[src/rtl/led_step_sequencer.sv]
// led_step_sequencer: button-triggered one-hot step sequencer with per-step dwell,
// single-shot or looping operation, and abort on a second button edge.
module led_step_sequencer #(
    parameter int NUM_CH  = 3,
    parameter int DWELL_W = 10
) (
    input  logic               clk,
    input  logic               reset_n,
    input  logic               button,
    input  logic               mode_loop,
    input  logic [DWELL_W-1:0] dwell,
    output logic [NUM_CH-1:0]  ch_out,
    output logic               busy,
    output logic               done
);
    localparam int IDX_W = (NUM_CH > 1) ? $clog2(NUM_CH) : 1;
    localparam logic [IDX_W-1:0] LAST = IDX_W'(NUM_CH - 1);

    typedef enum logic {IDLE, RUN} state_t;

    state_t             state, nxt_state;
    logic [IDX_W-1:0]   idx, nxt_idx;
    logic [DWELL_W-1:0] cnt, nxt_cnt, dwell_l, nxt_dwell;
    logic               button_d, rise, nxt_done;

    assign rise = button & ~button_d;

    // Abort outranks every other RUN transition, including the wrap point.
    always_comb begin
        nxt_state = state;
        nxt_idx   = idx;
        nxt_cnt   = cnt;
        nxt_dwell = dwell_l;
        nxt_done  = 1'b0;
        if (state == IDLE) begin
            if (rise) begin
                nxt_state = RUN;
                nxt_idx   = '0;
                nxt_cnt   = '0;
                nxt_dwell = dwell;
            end
        end else if (rise) begin
            nxt_state = IDLE;
            nxt_idx   = '0;
            nxt_cnt   = '0;
        end else if (cnt != dwell_l) begin
            nxt_cnt = cnt + 1'b1;
        end else begin
            nxt_cnt = '0;
            if (idx != LAST) begin
                nxt_idx = idx + 1'b1;
            end else if (mode_loop) begin
                nxt_idx = '0;
            end else begin
                nxt_state = IDLE;
                nxt_idx   = '0;
                nxt_done  = 1'b1;
            end
        end
    end

    always_ff @(posedge clk or negedge reset_n) begin
        if (!reset_n) begin
            state    <= IDLE;
            idx      <= '0;
            cnt      <= '0;
            dwell_l  <= '0;
            button_d <= 1'b0;
            ch_out   <= '0;
            busy     <= 1'b0;
            done     <= 1'b0;
        end else begin
            state    <= nxt_state;
            idx      <= nxt_idx;
            cnt      <= nxt_cnt;
            dwell_l  <= nxt_dwell;
            button_d <= button;
            ch_out   <= (nxt_state == RUN) ? NUM_CH'(1) << nxt_idx : '0;
            busy     <= (nxt_state == RUN);
            done     <= nxt_done;
        end
    end
endmodule
[config.mk]
export PLATFORM = sky130hd
export DESIGN_NAME = led_step_sequencer
export DESIGN_NICKNAME = d
export VERILOG_FILES = /design/src/rtl/led_step_sequencer.sv
export SDC_FILE = /design/constraint.sdc
export NUM_CORES = 1
export LEC_CHECK = 0
export ABC_AREA = 1
export CAP_MARGIN = 25
export CORE_MARGIN = 5
export CORE_UTILIZATION = 48
export CTS_CLUSTER_DIAMETER = 200
export DETAILED_ROUTE_END_ITERATION = 8
export PLACE_DENSITY = 0.71
export SYNTH_ARGS = -nofsm -noshare
export SYNTH_HDL_FRONTEND = slang
export SYNTH_SLANG_ARGS = --single-unit
export TNS_END_PERCENT = 1
[constraint.sdc]
create_clock -name clk -period 2.8 [get_ports clk]
set_clock_uncertainty 0.05 [all_clocks]
set_input_delay 0.56 -clock clk [delete_from_list [all_inputs] [get_ports clk]]
set_output_delay 0.56 -clock clk [all_outputs]
set_load 0.02 [all_outputs]
== After elaboration in Yosys (flattened, before gate mapping) ==
Cells that the tools add are included.

* Shift-type cells: 1
* Bitwise logic cells: 3
* Equal/unequal tests: 2
* Add/sub/neg operators: 2
* Reductions and logical operators: 2
* Multiplexer cells: 21

{| class="wikitable"
|+ Operators with widths
! cell !! count
|-
| two-way mux 10 bit || 4
|-
| two-way mux 1 bit || 11
|-
| adder 10 x 1 -> 10 bit (second input constant) || 1
|-
| two-way mux 2 bit || 5
|-
| inequality test 10 bit || 1
|-
| two-way mux 3 bit || 1
|-
| << shifter 1 x 2 -> 3 bit (first input constant) || 1
|-
| adder 2 x 1 -> 2 bit (second input constant) || 1
|-
| inequality test 2 bit (second input constant) || 1
|-
| NOT 1 bit || 2
|-
| AND reduction 2 bit || 1
|-
| nonzero test 2 bit || 1
|-
| AND 1 bit || 1
|}

* Bits of input ports: 14
* Register bits: 28

== Depth between registers and ports, before layout ==
Gate-level depths: netlist of run 1.

* Depth after elaboration: 7
* Gate-level depth with buffers: 11
* Gate-level depth less buffers: 11

== Worst setup path after synthesis of run 1 ==
No wires, ideal clock.

* Path kind: in2reg
* From: in button
* To: reg cnt[9]
* Setup slack: 1345 ps
* Arrival: 1274 ps
* Stages: 8
* Path buffers: 0
* Library setup time: 132 ps
* Cell sequence: inv_1 nor2_1 nor2_1 inv_1 o21bai_4 inv_1 nand3_1 o21ai_0

* Cells in the longest elaborated chain, start to end: 3

{| class="wikitable"
|+ RTL lines
! item !! line !! source
|-
| from (decl) || 9 || <nowiki>input logic button,</nowiki>
|-
| AND 1 bit (*) || 26 || <nowiki>assign rise = button & ~button_d;</nowiki>
|-
| two-way mux 10 bit || 42 || <nowiki>end else if (rise) begin</nowiki>
|-
| two-way mux 10 bit || 35 || <nowiki>if (state == IDLE) begin</nowiki>
|-
| to (signal assigned) || 75 || <nowiki>cnt <= nxt_cnt;</nowiki>
|-
| to (decl) || 23 || <nowiki>logic [DWELL_W-1:0] cnt, nxt_cnt, dwell_l, nxt_dwell;</nowiki>
|}

Mark *: on every way between the ends. The rest lies on a longest branch, timed or not.
A chain may end at the register's enable or synchronous reset.

==> flow_summary.yaml, run 1 <==
synth:
  synth_cells: 185
  yosysMostFrequentCell: "nand2_1"
  synth-compound-area-share_pct: 9.067
  synth_nets: 200
  synth-adder-area-share_pct: 0.8636
  ys.flop_type: "dfrtp_1"
  muxShareOfSynthArea_pct: 1.554
  ys_seq_area_share_pct: 48.36
  synth-seq-cells: 28
  synth_area_leader_cell: "dfrtp_1"
  syn_avg_cell_area_um2: 7.832
  synth_area_leaders: "dfrtp_1 48%, nand2_1 12%, inv_1 7.8%"
  synth-edff-count: 0
  ys_types: 22
  yosysTopAreaCellShare_pct: 48.36
  yosys.area_share.simple_pct: 26.77
  synth_area_um2: 1449
  synthXorXnorAreaFrac_pct: 4.836
  synth_top_family_by_area: "simple AND/OR/NAND/NOR gates"
  synth_common_cells: "46 x nand2_1, 30 x inv_1, 28 x dfrtp_1"
  async_reset_ff_share_pct: 100.0
  ys_warn_count: 0
placement:
  gp_congestion: 0.8198
  post-place-ws_ps: 580.3
  io_buffers: 18
  dp.final_hpwl_mm: 2.127
floorplanning:
  coreArea_um2: 2978
  die_area_um2: 4217
  start_util_pct: 48.66
  die_y_um: 64.94
  num_rows: 20
  die_w_um: 64.94
  io_pins: 19
global_route:
  antenna_found_initial: 0
  track_usage_pct: 15.16
  grt_pass1_vias: 1179
  grt_pass1_wl_mm: 5.064
  grt_overflow_total: 0
  grt_max_degree: 29
finish:
  multi_input_area_um2: 624.3
  antenna_cells: 0
  seqCellArea_um2: 700.7
  area_growth_pct: 17.79
  drive_above_1_share_pct: 6.796
  final_nets: 222
  n_fill_cell: 285
  fin_util_pct: 57.31
power:
  power_density_nw_per_um2: 612.8
  total_power_mw: 1.046
  p_leak_nw: 0.8352
  vdd_drop_max_mv: 0.3498
route:
  ant_nets: 0
  drt_iter0_markers: 42
  finalWirelength_mm: 2.817
  vias: 1197
  first_pass_iters: 4
  drc: 0
  routedWlPerCell_um: 11.79
  viasPerCell: 5.008
sta:
  timing.final.hold_violations: 0
  clock.fmax_mhz: 501.0
  rsz0062_at_grt: "false"
  tns_ps: 0
  min_period_ps: 1996
  tightest_slew_ps: 622.2
  slew_viol_final: 0
  whs_ps: 494.5
  setup_slack_ps: 804.2
  max_slew_margin_pct: 58.42
  setup_viol: 0
  fin_crit_sh_pct: 71.28
run_status:
  status: "finished, final reports clean"
cts:
  postCtsHoldBufs: 0
  cts_buffers: 3
  h-tree-depth: 1
  clk_pin_slew_ps: 140
  cts_tree: "built"
  cts_buffer_depth: 2
  post_cts_buffers: 0
  insertion_delay_ps: 320
  clkSinkCount: 28
  root_buffer: "clkbuf_4"
  cts_resized: 0
worst_setup_path:
  cp.buffers_inverters: 1
  arrival_ps: 1390
  crit_path_start_kind: "register"
  critPathKind: "register to output port"
  crit_fanout: 4
  crit_family: "buffers and inverters"
  worstPathCellList: "clkdlybuf4s50_1"
  max_stage_delay_ps: 630
  crit_required_ps: 2190
  cp-end-kind: "output port"
  slowest_stage: "clkdlybuf4s50_1"
min_path:
  hp-class: "register to register"
run:
  max_cap_viol_count: 0
-- per-stage QoR --
stage | cells | area, um2
2_1_floorplan | 185 | 1449
3_3_place_gp | 235 | 1670
3_5_place_dp | 235 | 1670
4_1_cts | 239 | 1707
5_1_grt | 239 | 1707
6_report | 239 | 1707
-- flip-flops by register name (all words and copies together), names as in the netlist --
| signal | count |
|---|---|
| ch_out | 3 |
| cnt | 10 |
| dwell_l | 10 |
| idx | 2 |
| state | 1 |
| button_d | 1 |
| done | 1 |
-- final timing paths --
path	start	endpoint	slack (ps)	cells past startpoint
worst max-delay path	state$_DFF_PN0_	busy	800	1
worst min-delay path	dwell_l[0]$_DFFE_PN0P_	dwell_l[0]$_DFFE_PN0P_	490	2
worst max register to register	cnt[5]$_DFFE_PN0P_	cnt[9]$_DFFE_PN0P_	1040	9
worst min register to register	dwell_l[0]$_DFFE_PN0P_	dwell_l[0]$_DFFE_PN0P_	490	2
max in group asynchronous	reset_n	dwell_l[1]$_DFFE_PN0P_	1900	2
min in group asynchronous	reset_n	dwell_l[6]$_DFFE_PN0P_	530	2
-- power breakdown --
part,leakage (nW),switching [mW],internal [mW]
sequential,0.344,0.0683,0.482
combinational,0.471,0.171,0.132
clock,0.0210,0.113,0.0796
total,0.835,0.352,0.694
-- cell type report --
cell class / count / share of cell area [%]
Clock buffer: 4 / 2.126
Multi-Input combinational cell: 124 / 36.58
Inverter: 31 / 6.818
Sequential cell: 28 / 41.06
Tap cell: 33 / 2.419
Timing Repair Buffer: 19 / 11.00
-- per-layer routing --
layer / wire length (um) / part of all wire (%) / vias to the layer above / track usage [%]
li1: - / - / 619 / -
met1: 1306 / 46 / 553 / 18.41
met2: 1371 / 49 / 20 / 27.08
met3: 104 / 3.7 / 5 / 2.773
met4: 34 / 1.2 / 0 / 4.485
met5: 0 / 0 / - / 0
-- cell families after synthesis --
group                    after synthesis
XOR/XNOR                               8
adder cells (fa/ha/maj)                1
buffers and inverters                 33
flip-flops                            28
multiplexers                           2
AND/OR/NAND/NOR                       91
AO/OA/AOI/OAI                         22
-- layout by cell type, fill, tap and decap left out --
master and n:
nand3_2 2, clkbuf_8 1, ha_1 1, o21bai_4 1
nand2_2 1, xor2_1 6, o211ai_1 1, dfrtp_1 28
buf_4 1, nand3_1 8, nor2_2 2, nor2_1 24
nor3_1 3, nand2_1 46, inv_2 1, mux2_2 2
a21oi_1 8, nand4_1 4, and3_1 1, xnor2_1 2
inv_1 30, o21ai_0 8, clkbuf_4 3, clkdlybuf4s50_1 18
o22ai_1 4
Note: power is estimated with default switching activity, not from simulation.
==> inputs of run 2 (changes only) <==
--- a/config.mk
+++ b/config.mk
@@ -11,7 +11,7 @@
 export CORE_UTILIZATION = 48
 export CTS_CLUSTER_DIAMETER = 200
 export DETAILED_ROUTE_END_ITERATION = 8
-export PLACE_DENSITY = 0.71
+export PLACE_DENSITY = 0.74
 export SYNTH_ARGS = -nofsm -noshare
 export SYNTH_HDL_FRONTEND = slang
 export SYNTH_SLANG_ARGS = --single-unit
==> constraint.sdc (replaced) <==
create_clock -name clk -period 1.8 [get_ports clk]
set_clock_uncertainty 0.05 [all_clocks]
set_input_delay 0.36 -clock clk [delete_from_list [all_inputs] [get_ports clk]]
set_output_delay 0.36 -clock clk [all_outputs]
set_load 0.02 [all_outputs]
==> flow_summary.yaml, run 2 (synthesis results as in run 1) <==
run_status:
  status: "finished, final reports clean"
cts:
  root_buffer: "clkbuf_4"
  cts_buffers: 3
  h-tree-depth: 1
  clkSinkCount: 28
  postCtsHoldBufs: 0
  insertion_delay_ps: 340
  cts_tree: "built"
  cts_buffer_depth: 2
  clk_pin_slew_ps: 160
finish:
  top_regs: "cnt x10, dwell_l x10, ch_out x3"
  final_cell_count_no_fill: 248
  n_fill_cell: 253
  mostFrequentLayoutCell: "nand2_1"
  antenna_cells: 0
  seqCellArea_um2: 701.9
  area_growth_pct: 23.92
  multi_input_area_um2: 629.4
  drive_above_1_share_pct: 12.09
  final_nets: 231
  layout_common_cells: "46 x nand2_1, 30 x inv_1, 27 x dfrtp_1"
worst_setup_path:
  crit_path_start_kind: "register"
  crit_start: "done$_DFF_PN0_"
  crit_family: "buffers and inverters"
  crit_fanout: 1
  critPathKind: "register to output port"
  cp-end-kind: "output port"
  cp.buffers_inverters: 1
  r2r_start: "cnt[0]$_DFFE_PN0P_"
  worstPathCellList: "clkdlybuf4s50_1"
  max_stage_delay_ps: 600
  arrival_ps: 1290
  crit_required_ps: 1390
  slowest_stage: "clkdlybuf4s50_1"
global_route:
  grt_pass1_vias: 1171
  grt_max_degree: 29
  grt_overflow_total: 0
  grt_pass1_wl_mm: 5.092
  antenna_found_initial: 0
  track_usage_pct: 15.53
floorplanning:
  coreArea_um2: 2978
  die_w_um: 64.94
  die_area_um2: 4217
  start_util_pct: 48.66
  io_pins: 19
  num_rows: 20
  die_y_um: 64.94
sta:
  slew_viol_final: 0
  setup_slack_ps: 97.29
  tightest_slew_ps: 357.5
  clock.fmax_mhz: 587.3
  whs_ps: 315.2
  max_slew_margin_pct: 76.17
  fin_crit_sh_pct: 94.60
  setup_viol: 0
  timing.final.hold_violations: 0
  rsz0062_at_grt: "false"
  min_period_ps: 1703
power:
  total_power_mw: 1.786
  p_leak_nw: 0.8808
  power_density_nw_per_um2: 994.8
  vdd_drop_max_mv: 0.6672
run:
  max_cap_viol_count: 0
route:
  drc: 0
  drt_iter0_markers: 64
  routedWlPerCell_um: 12.02
  vias: 1256
  viasPerCell: 5.065
  ant_nets: 0
  first_pass_iters: 6
  finalWirelength_mm: 2.982
placement:
  io_buffers: 18
  gp_congestion: 0.8369
  dp.cells: 241
  dp.final_hpwl_mm: 2.248
  post-place-ws_ps: -38.15
min_path:
  hp-class: "input pin to asynchronous set/reset pin"
run 2: cell types whose count changed in the layout (fill, tap and decap cells not counted), sizes merged:
cell           change
buf                +9
dlygate4sd2        +1
clkdlybuf4s50      -1
bufinv             +1
clkbuf             -1
run 2: where the power goes:
group	switching, mW	leakage [nW]	internal (mW)	total, mW
Clock	0.199	0.0279	0.225	0.424
Combinational	0.278	0.511	0.225	0.503
Sequential	0.107	0.342	0.752	0.859
Total	0.584	0.881	1.20	1.79
run 2: worst register-to-register path: cells and delay by family (launching register included):
family	cells	cell delay [ps]
compound gates	1	90
xor+xnor	1	160
fa+ha+maj	1	150
buf+inv	2	230
flops	1	440
simple gates	3	420
run 2: timing repair:
item / in CTS / in global routing
hold endpoints to repair: 0 / 0
setup buffers: 0 / 3
pin swaps: 0 / 1
resized for setup: 1 / 3
setup endpoints to repair: 1 / 4
run 2: layout make-up:
| class | count | area share, % |
|---|---|---|
| Tap cell | 33 | 2.300 |
| Inverter | 31 | 6.481 |
| Timing Repair Buffer | 28 | 14.15 |
| Sequential cell | 28 | 39.09 |
| Clock buffer | 3 | 1.254 |
| Multi-Input combinational cell | 124 | 35.05 |
| Clock inverter | 1 | 1.672 |
run 2: stage by stage:
step	cell area (um2)	setup TNS, ps	util (%)
6_report	1795	0	60.29
2_1_floorplan	1449	0	-
5_1_grt	1795	0	60.29
3_3_place_gp	1715	0	57.61
4_1_cts	1767	0	59.33
3_5_place_dp	1715	-64.45	57.61
run 2: routing by layer:
layer / track usage (%) / wire length, um / vias up
met2: 27.20 / 1500 / 30
met4: 7.916 / 61 / 0
met5: 0 / 0 / -
met3: 2.426 / 133 / 7
met1: 18.21 / 1287 / 580
li1: - / - / 639
run 2: final timing paths:
| kind | depth (start not counted) | slack (ps) | end |
|---|---|---|---|
| max | 1 | 100 | done |
| min | 2 | 320 | cnt[9]$_DFFE_PN0P_ |
| max reg2reg | 8 | 150 | cnt[8]$_DFFE_PN0P_ |
| min in group clk | 1 | 410 | button_d$_DFF_PN0_ |
| min reg2reg | 2 | 500 | dwell_l[1]$_DFFE_PN0P_ |
| max in group asynchronous | 2 | 1100 | cnt[3]$_DFFE_PN0P_ |
==> inputs of run 3 (changes only) <==
--- a/config.mk
+++ b/config.mk
@@ -12,6 +12,7 @@
 export CTS_CLUSTER_DIAMETER = 200
 export DETAILED_ROUTE_END_ITERATION = 8
 export PLACE_DENSITY = 0.74
+export SLEW_MARGIN = 0
 export SYNTH_ARGS = -nofsm -noshare
 export SYNTH_HDL_FRONTEND = slang
 export SYNTH_SLANG_ARGS = --single-unit
==> results of run 3 <==
The final DEF is identical to that of run 2; final timing and power are the same.
